`src/rtl/i2s_adc_receiver_if.sv`:
```
`default_nettype none
// ============================================================================
// Module   : i2s_adc_receiver_if
// Purpose  : Bundles the codec-side I2S ADC pins and the parallel sample
//            outputs of the I2S ADC receiver.
// Signals  : AUD_BCLK     codec bit clock (asynchronous to Clk)
//            AUD_ADCLRCK  codec frame clock, 0 = left, 1 = right
//            AUD_ADCDAT   codec serial data, MSB first
//            ADCDATA      {left, right} stereo pair, left in upper half
//            sample_valid one-Clk strobe when ADCDATA updates
//            frame_err    one-Clk strobe on a short frame
//            err_count    saturating short-frame count
// Modports : slave  - the receiver (consumes pins, produces samples)
//            master - the surrounding system (drives pins, takes samples)
// Revision : 1.0 - initial release
// ============================================================================
interface i2s_adc_receiver_if #(
  parameter int SAMPLE_WIDTH = 16
);
  logic                      AUD_BCLK;
  logic                      AUD_ADCLRCK;
  logic                      AUD_ADCDAT;
  logic [2*SAMPLE_WIDTH-1:0] ADCDATA;
  logic                      sample_valid;
  logic                      frame_err;
  logic [7:0]                err_count;

  modport slave (
    input  AUD_BCLK, AUD_ADCLRCK, AUD_ADCDAT,
    output ADCDATA, sample_valid, frame_err, err_count
  );

  modport master (
    output AUD_BCLK, AUD_ADCLRCK, AUD_ADCDAT,
    input  ADCDATA, sample_valid, frame_err, err_count
  );
endinterface
`default_nettype wire

```
`src/rtl/i2s_adc_receiver.sv`:
```
`default_nettype none
// ============================================================================
// Module   : i2s_adc_receiver
// Purpose  : Deserializes the codec I2S ADC stream (codec is clock master)
//            into coherent {left, right} sample pairs in the Clk domain,
//            with a one-cycle valid strobe. Capture is gated by Enable
//            (codec init complete).
// Ports    : Clk     system clock, at least 4x AUD_BCLK
//            Reset   synchronous, active-high
//            Enable  capture enable; low forces the FSM to IDLE
//            bus     i2s_adc_receiver_if.slave (pins in, samples out)
// Params   : SAMPLE_WIDTH bits per channel word (>= 2)
//            I2S_MODE     1 = I2S (MSB one BCLK after LRCK edge),
//                         0 = left-justified (MSB in the edge slot)
// Options  : ADC_FRAME_CHECK_EN - when defined, short frames drive
//            frame_err and a saturating err_count; otherwise both are 0.
// Revision : 1.0 - initial release
// ============================================================================
module i2s_adc_receiver #(
  parameter int SAMPLE_WIDTH = 16,
  parameter bit I2S_MODE     = 1'b1
) (
  input  wire logic          Clk,
  input  wire logic          Reset,
  input  wire logic          Enable,
  i2s_adc_receiver_if.slave  bus
);

  localparam int CW = $clog2(SAMPLE_WIDTH + 1);
  localparam logic [CW-1:0] c_full = CW'(SAMPLE_WIDTH);

  typedef enum logic [2:0] {
    IDLE  = 3'd0,
    ALIGN = 3'd1,
    DELAY = 3'd2,
    SHIFT = 3'd3,
    DONE  = 3'd4
  } state_t;

  state_t                    r_state;

  // Pin synchronizers; the third BCLK stage provides rising-edge detection.
  logic                      r_bclk_s1, r_bclk_s2, r_bclk_s3;
  logic                      r_lrck_s1, r_lrck_s2;
  logic                      r_dat_s1,  r_dat_s2;
  logic                      r_lrck_prev;   // LRCK seen at the previous BCLK rise

  logic [SAMPLE_WIDTH-1:0]   r_shift;
  logic [SAMPLE_WIDTH-1:0]   r_left_hold;
  logic [CW-1:0]             r_bit_cnt;
  logic                      r_chan;        // channel of the word being shifted
  logic                      r_left_ok;     // a complete left word awaits its right
  logic [2*SAMPLE_WIDTH-1:0] r_adcdata;
  logic                      r_valid;

  logic                      w_bclk_rise;
  logic                      w_lrck_edge;
  logic [SAMPLE_WIDTH-1:0]   w_shift_next;
  logic [CW-1:0]             w_cnt_next;
  logic                      w_word_full;
  logic                      w_start_ch;
  logic                      w_capture;
  logic                      w_word_done;
  logic                      w_short;

  always_ff @(posedge Clk) begin
    if (Reset) begin
      r_bclk_s1   <= 1'b0;
      r_bclk_s2   <= 1'b0;
      r_bclk_s3   <= 1'b0;
      r_lrck_s1   <= 1'b0;
      r_lrck_s2   <= 1'b0;
      r_dat_s1    <= 1'b0;
      r_dat_s2    <= 1'b0;
      r_lrck_prev <= 1'b0;
    end else begin
      r_bclk_s1   <= bus.AUD_BCLK;
      r_bclk_s2   <= r_bclk_s1;
      r_bclk_s3   <= r_bclk_s2;
      r_lrck_s1   <= bus.AUD_ADCLRCK;
      r_lrck_s2   <= r_lrck_s1;
      r_dat_s1    <= bus.AUD_ADCDAT;
      r_dat_s2    <= r_dat_s1;
      // LRCK history is tracked even while idle so that enabling capture
      // never manufactures a phantom frame edge.
      if (w_bclk_rise) begin
        r_lrck_prev <= r_lrck_s2;
      end
    end
  end

  assign w_bclk_rise  = r_bclk_s2 & ~r_bclk_s3;
  assign w_lrck_edge  = w_bclk_rise & (r_lrck_s2 ^ r_lrck_prev);
  assign w_shift_next = {r_shift[SAMPLE_WIDTH-2:0], r_dat_s2};
  assign w_cnt_next   = r_bit_cnt + 1'b1;
  assign w_word_full  = (w_cnt_next == c_full);

  // A channel starts on any frame edge once aligned; alignment itself only
  // happens on a left-channel start so the first pair is always L then R.
  assign w_start_ch = w_lrck_edge &
                      (((r_state == ALIGN) & ~r_lrck_s2) |
                       (r_state == DELAY) | (r_state == SHIFT) |
                       (r_state == DONE));

  // Ordinary bit capture on a rise without a frame edge.
  assign w_capture = w_bclk_rise & ~w_lrck_edge &
                     ((r_state == DELAY) | (r_state == SHIFT));

  // In I2S the LSB of a full-slot word arrives on the same rise as the next
  // LRCK edge, so that rise both completes the word and starts the next
  // channel. In left-justified mode the edge-rise bit is the new MSB.
  assign w_word_done = Enable & w_bclk_rise & (r_state == SHIFT) &
                       w_word_full & (I2S_MODE | ~w_lrck_edge);

  assign w_short = Enable & w_lrck_edge &
                   ((r_state == DELAY) |
                    ((r_state == SHIFT) & ~(I2S_MODE & w_word_full)));

  always_ff @(posedge Clk) begin
    if (Reset) begin
      r_state     <= IDLE;
      r_shift     <= '0;
      r_left_hold <= '0;
      r_bit_cnt   <= '0;
      r_chan      <= 1'b0;
      r_left_ok   <= 1'b0;
      r_adcdata   <= '0;
      r_valid     <= 1'b0;
    end else if (!Enable) begin
      // Partial words are dropped; ADCDATA keeps the last published pair.
      r_state   <= IDLE;
      r_bit_cnt <= '0;
      r_left_ok <= 1'b0;
      r_valid   <= 1'b0;
    end else begin
      r_valid <= 1'b0;

      if (r_state == IDLE) begin
        r_state <= ALIGN;
      end

      if (w_start_ch) begin
        r_chan <= r_lrck_s2;
        if (I2S_MODE) begin
          r_state   <= DELAY;
          r_bit_cnt <= '0;
        end else begin
          r_shift   <= w_shift_next;
          r_bit_cnt <= CW'(1);
          r_state   <= SHIFT;
        end
      end else if (w_capture) begin
        r_shift   <= w_shift_next;
        r_bit_cnt <= w_cnt_next;
        r_state   <= w_word_full ? DONE : SHIFT;
      end

      // A truncated word of either channel breaks the pair.
      if (w_short) begin
        r_left_ok <= 1'b0;
      end

      if (w_word_done) begin
        if (!r_chan) begin
          r_left_hold <= w_shift_next;
          r_left_ok   <= 1'b1;
        end else begin
          r_left_ok <= 1'b0;
          if (r_left_ok) begin
            r_adcdata <= {r_left_hold, w_shift_next};
            r_valid   <= 1'b1;
          end
        end
      end
    end
  end

  assign bus.ADCDATA      = r_adcdata;
  assign bus.sample_valid = r_valid;

`ifdef ADC_FRAME_CHECK_EN
  logic       r_frame_err;
  logic [7:0] r_err_count;

  always_ff @(posedge Clk) begin
    if (Reset) begin
      r_frame_err <= 1'b0;
      r_err_count <= 8'd0;
    end else begin
      r_frame_err <= w_short;
      if (w_short && (r_err_count != 8'hFF)) begin
        r_err_count <= r_err_count + 8'd1;
      end
    end
  end

  assign bus.frame_err = r_frame_err;
  assign bus.err_count = r_err_count;
`else
  assign bus.frame_err = 1'b0;
  assign bus.err_count = 8'd0;
`endif

endmodule
`default_nettype wire

```
`src/flat_wrapper.sv`:
```
// flat-port wrapper written by rule: the top's interface ports become plain ports
module i2s_adc_receiver_flat 
#(
  parameter int SAMPLE_WIDTH = 16,
  parameter bit I2S_MODE     = 1'b1
)
  (Clk, Reset, Enable, bus_AUD_BCLK, bus_AUD_ADCLRCK, bus_AUD_ADCDAT, bus_ADCDATA, bus_sample_valid, bus_frame_err, bus_err_count);
  i2s_adc_receiver_if #(.SAMPLE_WIDTH(SAMPLE_WIDTH)) bus_i ();
  input  wire logic Clk;
  input  wire logic Reset;
  input  wire logic Enable;
  input wire logic [$bits(bus_i.AUD_BCLK)-1:0] bus_AUD_BCLK;
  input wire logic [$bits(bus_i.AUD_ADCLRCK)-1:0] bus_AUD_ADCLRCK;
  input wire logic [$bits(bus_i.AUD_ADCDAT)-1:0] bus_AUD_ADCDAT;
  output wire logic [$bits(bus_i.ADCDATA)-1:0] bus_ADCDATA;
  output wire logic [$bits(bus_i.sample_valid)-1:0] bus_sample_valid;
  output wire logic [$bits(bus_i.frame_err)-1:0] bus_frame_err;
  output wire logic [$bits(bus_i.err_count)-1:0] bus_err_count;
  assign bus_i.AUD_BCLK = bus_AUD_BCLK;
  assign bus_i.AUD_ADCLRCK = bus_AUD_ADCLRCK;
  assign bus_i.AUD_ADCDAT = bus_AUD_ADCDAT;
  assign bus_ADCDATA = bus_i.ADCDATA;
  assign bus_sample_valid = bus_i.sample_valid;
  assign bus_frame_err = bus_i.frame_err;
  assign bus_err_count = bus_i.err_count;
  i2s_adc_receiver #(.SAMPLE_WIDTH(SAMPLE_WIDTH), .I2S_MODE(I2S_MODE)) u_core (.Clk(Clk), .Reset(Reset), .Enable(Enable), .bus(bus_i));
endmodule
```
`config.mk`:
```
export PLATFORM = sky130hd
export DESIGN_NAME = i2s_adc_receiver_flat
export DESIGN_NICKNAME = d
export VERILOG_FILES = /design/src/rtl/i2s_adc_receiver_if.sv /design/src/rtl/i2s_adc_receiver.sv /design/src/flat_wrapper.sv
export SDC_FILE = /design/constraint.sdc
export NUM_CORES = 1
export LEC_CHECK = 0
export ABC_AREA = 1
export BUFFER_PORTS_ARGS = -buffer_cell sky130_fd_sc_hd__buf_2
export CELL_PAD_IN_SITES_DETAIL_PLACEMENT = 0
export CELL_PAD_IN_SITES_GLOBAL_PLACEMENT = 1
export CORE_UTILIZATION = 45
export DETAILED_ROUTE_END_ITERATION = 8
export MAX_ROUTING_LAYER = met4
export PLACE_DENSITY_LB_ADDON = 0.3
export SYNTH_ARGS = -nofsm -noshare
export SYNTH_HDL_FRONTEND = slang
export SYNTH_SLANG_ARGS = --single-unit
```
`constraint.sdc`:
```
create_clock -name Clk -period 3.35 [get_ports Clk]
set_clock_uncertainty 0.2 [all_clocks]
set_input_delay 0.335 -clock Clk [delete_from_list [all_inputs] [get_ports Clk]]
set_output_delay 0.335 -clock Clk [all_outputs]
set_load 0.02 [all_outputs]
```
==> impl_results.md <==
* Initial drt markers at 158
* Syn avg cell area at 8.16 sq um
* Worst hold endpoint: u_core.r_dat_s2
* PortBufs at 38
* Hold Slack at 0.206 ns
* Worst vdd ir at 224 uV
* RSZ-0062 raised after global routing: no
* DRC at 0
* Clk root buf: clkbuf_8
* Min cycle time layout at 2.31 ns
* Critical path buffers and inverters at 1
* Slowest stage delay, CP at 0.43 ns
* Post-DP HPWL at 4460 microns
* Placed insts at 525
* TNS Setup at 0 ns
* Power Density at 487 mW/mm^2
* Slew @ Worst Pin at 0.533 ns
* First-pass GRT wire length at 11800 microns
* Pins Over Slew Limit at 0
* Mapped Area at 0.00339 sq mm
* Vias per cell at 5.10
* WP data arrival at 2.33 ns
* IO Pins at 48
* Crit. End Element: flip-flop
* N_diodes at 0
* Worst path cell trace: ha_1, nand2_1, inv_1, nand3_2, nor2_8, nand3_4, nand2_1, a21oi_1
* Fin crit share at 0.688
* CTS tree: yes
* Worst path most repeated cell: nand2_1
* Ys Warns at 0
* Drt total wl at 6910 microns
* Unique cell type count in the Yosys netlist at 27
* Cts repair resizes at 0
* Maximum clock frequency at 434 MHz
* Hold path depth at 2
* ANT nets after route at 0
* CTS clock-pin slew for the worst setup and hold paths at 0.08 ns
* Largest net degree at the start of global routing at 44
* Ys async rst share at 0
* R2r startpoint: u_core.r_bit_cnt[0]
* # Post-CTS Setup Buffers at 0
* Post-Synthesis Cells at 416
* Worst path required time at 3.37 ns
* Final-layout fill cell count at 727
* Clock sink total at 82
* Worst-Skew Late Latency at 0.35 ns
* CP max FO at 32
* Crit-path leading delay family: simple AND/OR/NAND/NOR gates
* Total congestion overflow at 0
* Worst slew margin at 0.643
* Max Cap Viol at 0
* Die ar. at 0.00789 sq mm
* Multi-input logic area at 0.00143 sq mm
* Register area share after synthesis at 0.484
* Initial antenna violation count at 0
* RR Endpoint: u_core.bus.ADCDATA[0]
* Routability Congestion at 0.797
* Pwr Total at 1.83 mW
* Area delta synth->final at 10.5%
* Row count at 31
* Worst Hold Class: reg -> reg
* DIE WIDTH at 88.9 microns
* #FFs+latches synth at 82
* DRT Pass-1 Iters at 4
* Reg2reg path depth at 8
* Vias in the first global route at 2342
* Hold Startpoint: u_core.r_dat_s1
* Die height at 88.9 microns
* Area occupied by registers at 0.00164 sq mm
* EDFF count, synth at 0
* Startpoint types: flip-flop
* Flop2flop setup slack at 1.04 ns
* Outcome: complete, no violations
* WS Path Type: reg -> reg
* Core area at 0.00725 sq mm
* Leakage dissipation at 1.39 nW
* Final hold viol count at 0
* Average wire per standard cell at 12.7 microns
* Final setup vio count at 0
* H-tree depth at 3
* Share of cells above drive strength 1 at 0.166
* Final cell count without fillers at 544
* Clk buf depth at 2
* Ys flop type: dfxtp_1
* Slowest-stage cell, CP: dfxtp_1
* Nets at 447
* DR vias at 2776
* GR Util All Layers at 0.200
* Stages on worst setup path at 8
* Initial Util at 0.468
* CTS Buf Count at 9
[worst max-delay path by stage]
stage                   startpoint                endpoint
6_report       u_core.r_bit_cnt[0]   u_core.bus.ADCDATA[0]
3_3_place_gp   u_core.r_bit_cnt[0]   u_core.bus.ADCDATA[1]
3_5_place_dp   u_core.r_bit_cnt[0]   u_core.bus.ADCDATA[9]
5_1_grt        u_core.r_bit_cnt[0]  u_core.bus.ADCDATA[22]
4_1_cts        u_core.r_bit_cnt[0]   u_core.bus.ADCDATA[5]
2_1_floorplan  u_core.r_bit_cnt[0]   u_core.bus.ADCDATA[0]
[layer usage]
metal	GRT usage	share of wire
met1	0.289	0.52
met2	0.278	0.44
met3	0.0308	0.030
met4	0.0792	0.014
met5	-	0
[placed cells by master, fill, tap and decap left out, types with 2 or more instances in the layout]
cell type      instances
bufinv_16              2
buf_2                 38
nand3_1               19
nor2_8                 2
inv_1                 18
nand2_2                4
o21ai_0                3
nand4_1               51
nand2_1               94
nand3_4                2
inv_6                  3
dlygate4sd3_1          3
nand3_2                3
buf_4                  5
nor2_1                14
clkbuf_8               9
conb_1                 9
dfxtp_1               82
a21oi_1               72
[state kept, by name, indices dropped and copies added, names as in the netlist, 3 cells and up]
name and cells:
u_core.r_left_hold 16, u_core.r_shift 15, u_core.r_state 3, u_core.bus.ADCDATA 32, u_core.r_bit_cnt 5
[through the flow]
| stage | setup WS (ns) | util | cell area, sq um |
|---|---|---|---|
| 5_1_grt | 0.785 | 0.517 | 3750 |
| 3_3_place_gp | 1.11 | 0.482 | 3500 |
| 2_1_floorplan | 1.60 | - | 3420 |
| 6_report | 1.04 | 0.517 | 3750 |
| 3_5_place_dp | 1.04 | 0.482 | 3500 |
| 4_1_cts | 1.03 | 0.517 | 3750 |
[power breakdown]
group          internal (mW)  switching [mW]
combinational         0.0100          0.0354
clock                  0.426           0.374
sequential             0.979         0.00342
total                   1.42           0.413
[cell families after synthesis]
logic type	count (synthesis)	share of synthesized area
AO/OA/AOI/OAI	76	0.113
flip-flops	82	0.484
XOR/XNOR	2	0.00516
adder cells (fa/ha/maj)	1	0.00369
buffers and inverters	61	0.104
AND/OR/NAND/NOR	193	0.290
other	1	0.00110
[tightest hold or removal path, delay by kind of cell, from the launching register on]
family | cells | cell delay, ns
flops | 1 | 0.30
simple gates | 1 | 0.03
buf+inv | 1 | 0.04
[Yosys cell counts (4+ instances only)]
library cell	count	share of area
nand4_1	51	0.094
dfxtp_1	82	0.48
nor2_1	14	0.015
nand3_1	19	0.028
buf_6	10	0.033
buf_2	8	0.012
clkbuf_1	13	0.014
nand2_1	94	0.10
nand2_2	4	0.0074
buf_4	10	0.022
a21oi_1	72	0.11
inv_1	18	0.020
[cell type report]
type                            count  area share
Sequential cell                    82       0.437
Multi-Input combinational cell    281       0.381
Timing Repair Buffer               46      0.0687
Clock buffer                        9      0.0330
Tap cell                           99      0.0330
Clock inverter                      7      0.0263
Inverter                           20      0.0200
[what timing repair did]
action                     in CTS  in global routing
setup endpoints to repair       0                  0
hold endpoints to repair        3                  0
hold buffers                    3                  0
No activity file was read; power rests on OpenSTA's default activity.
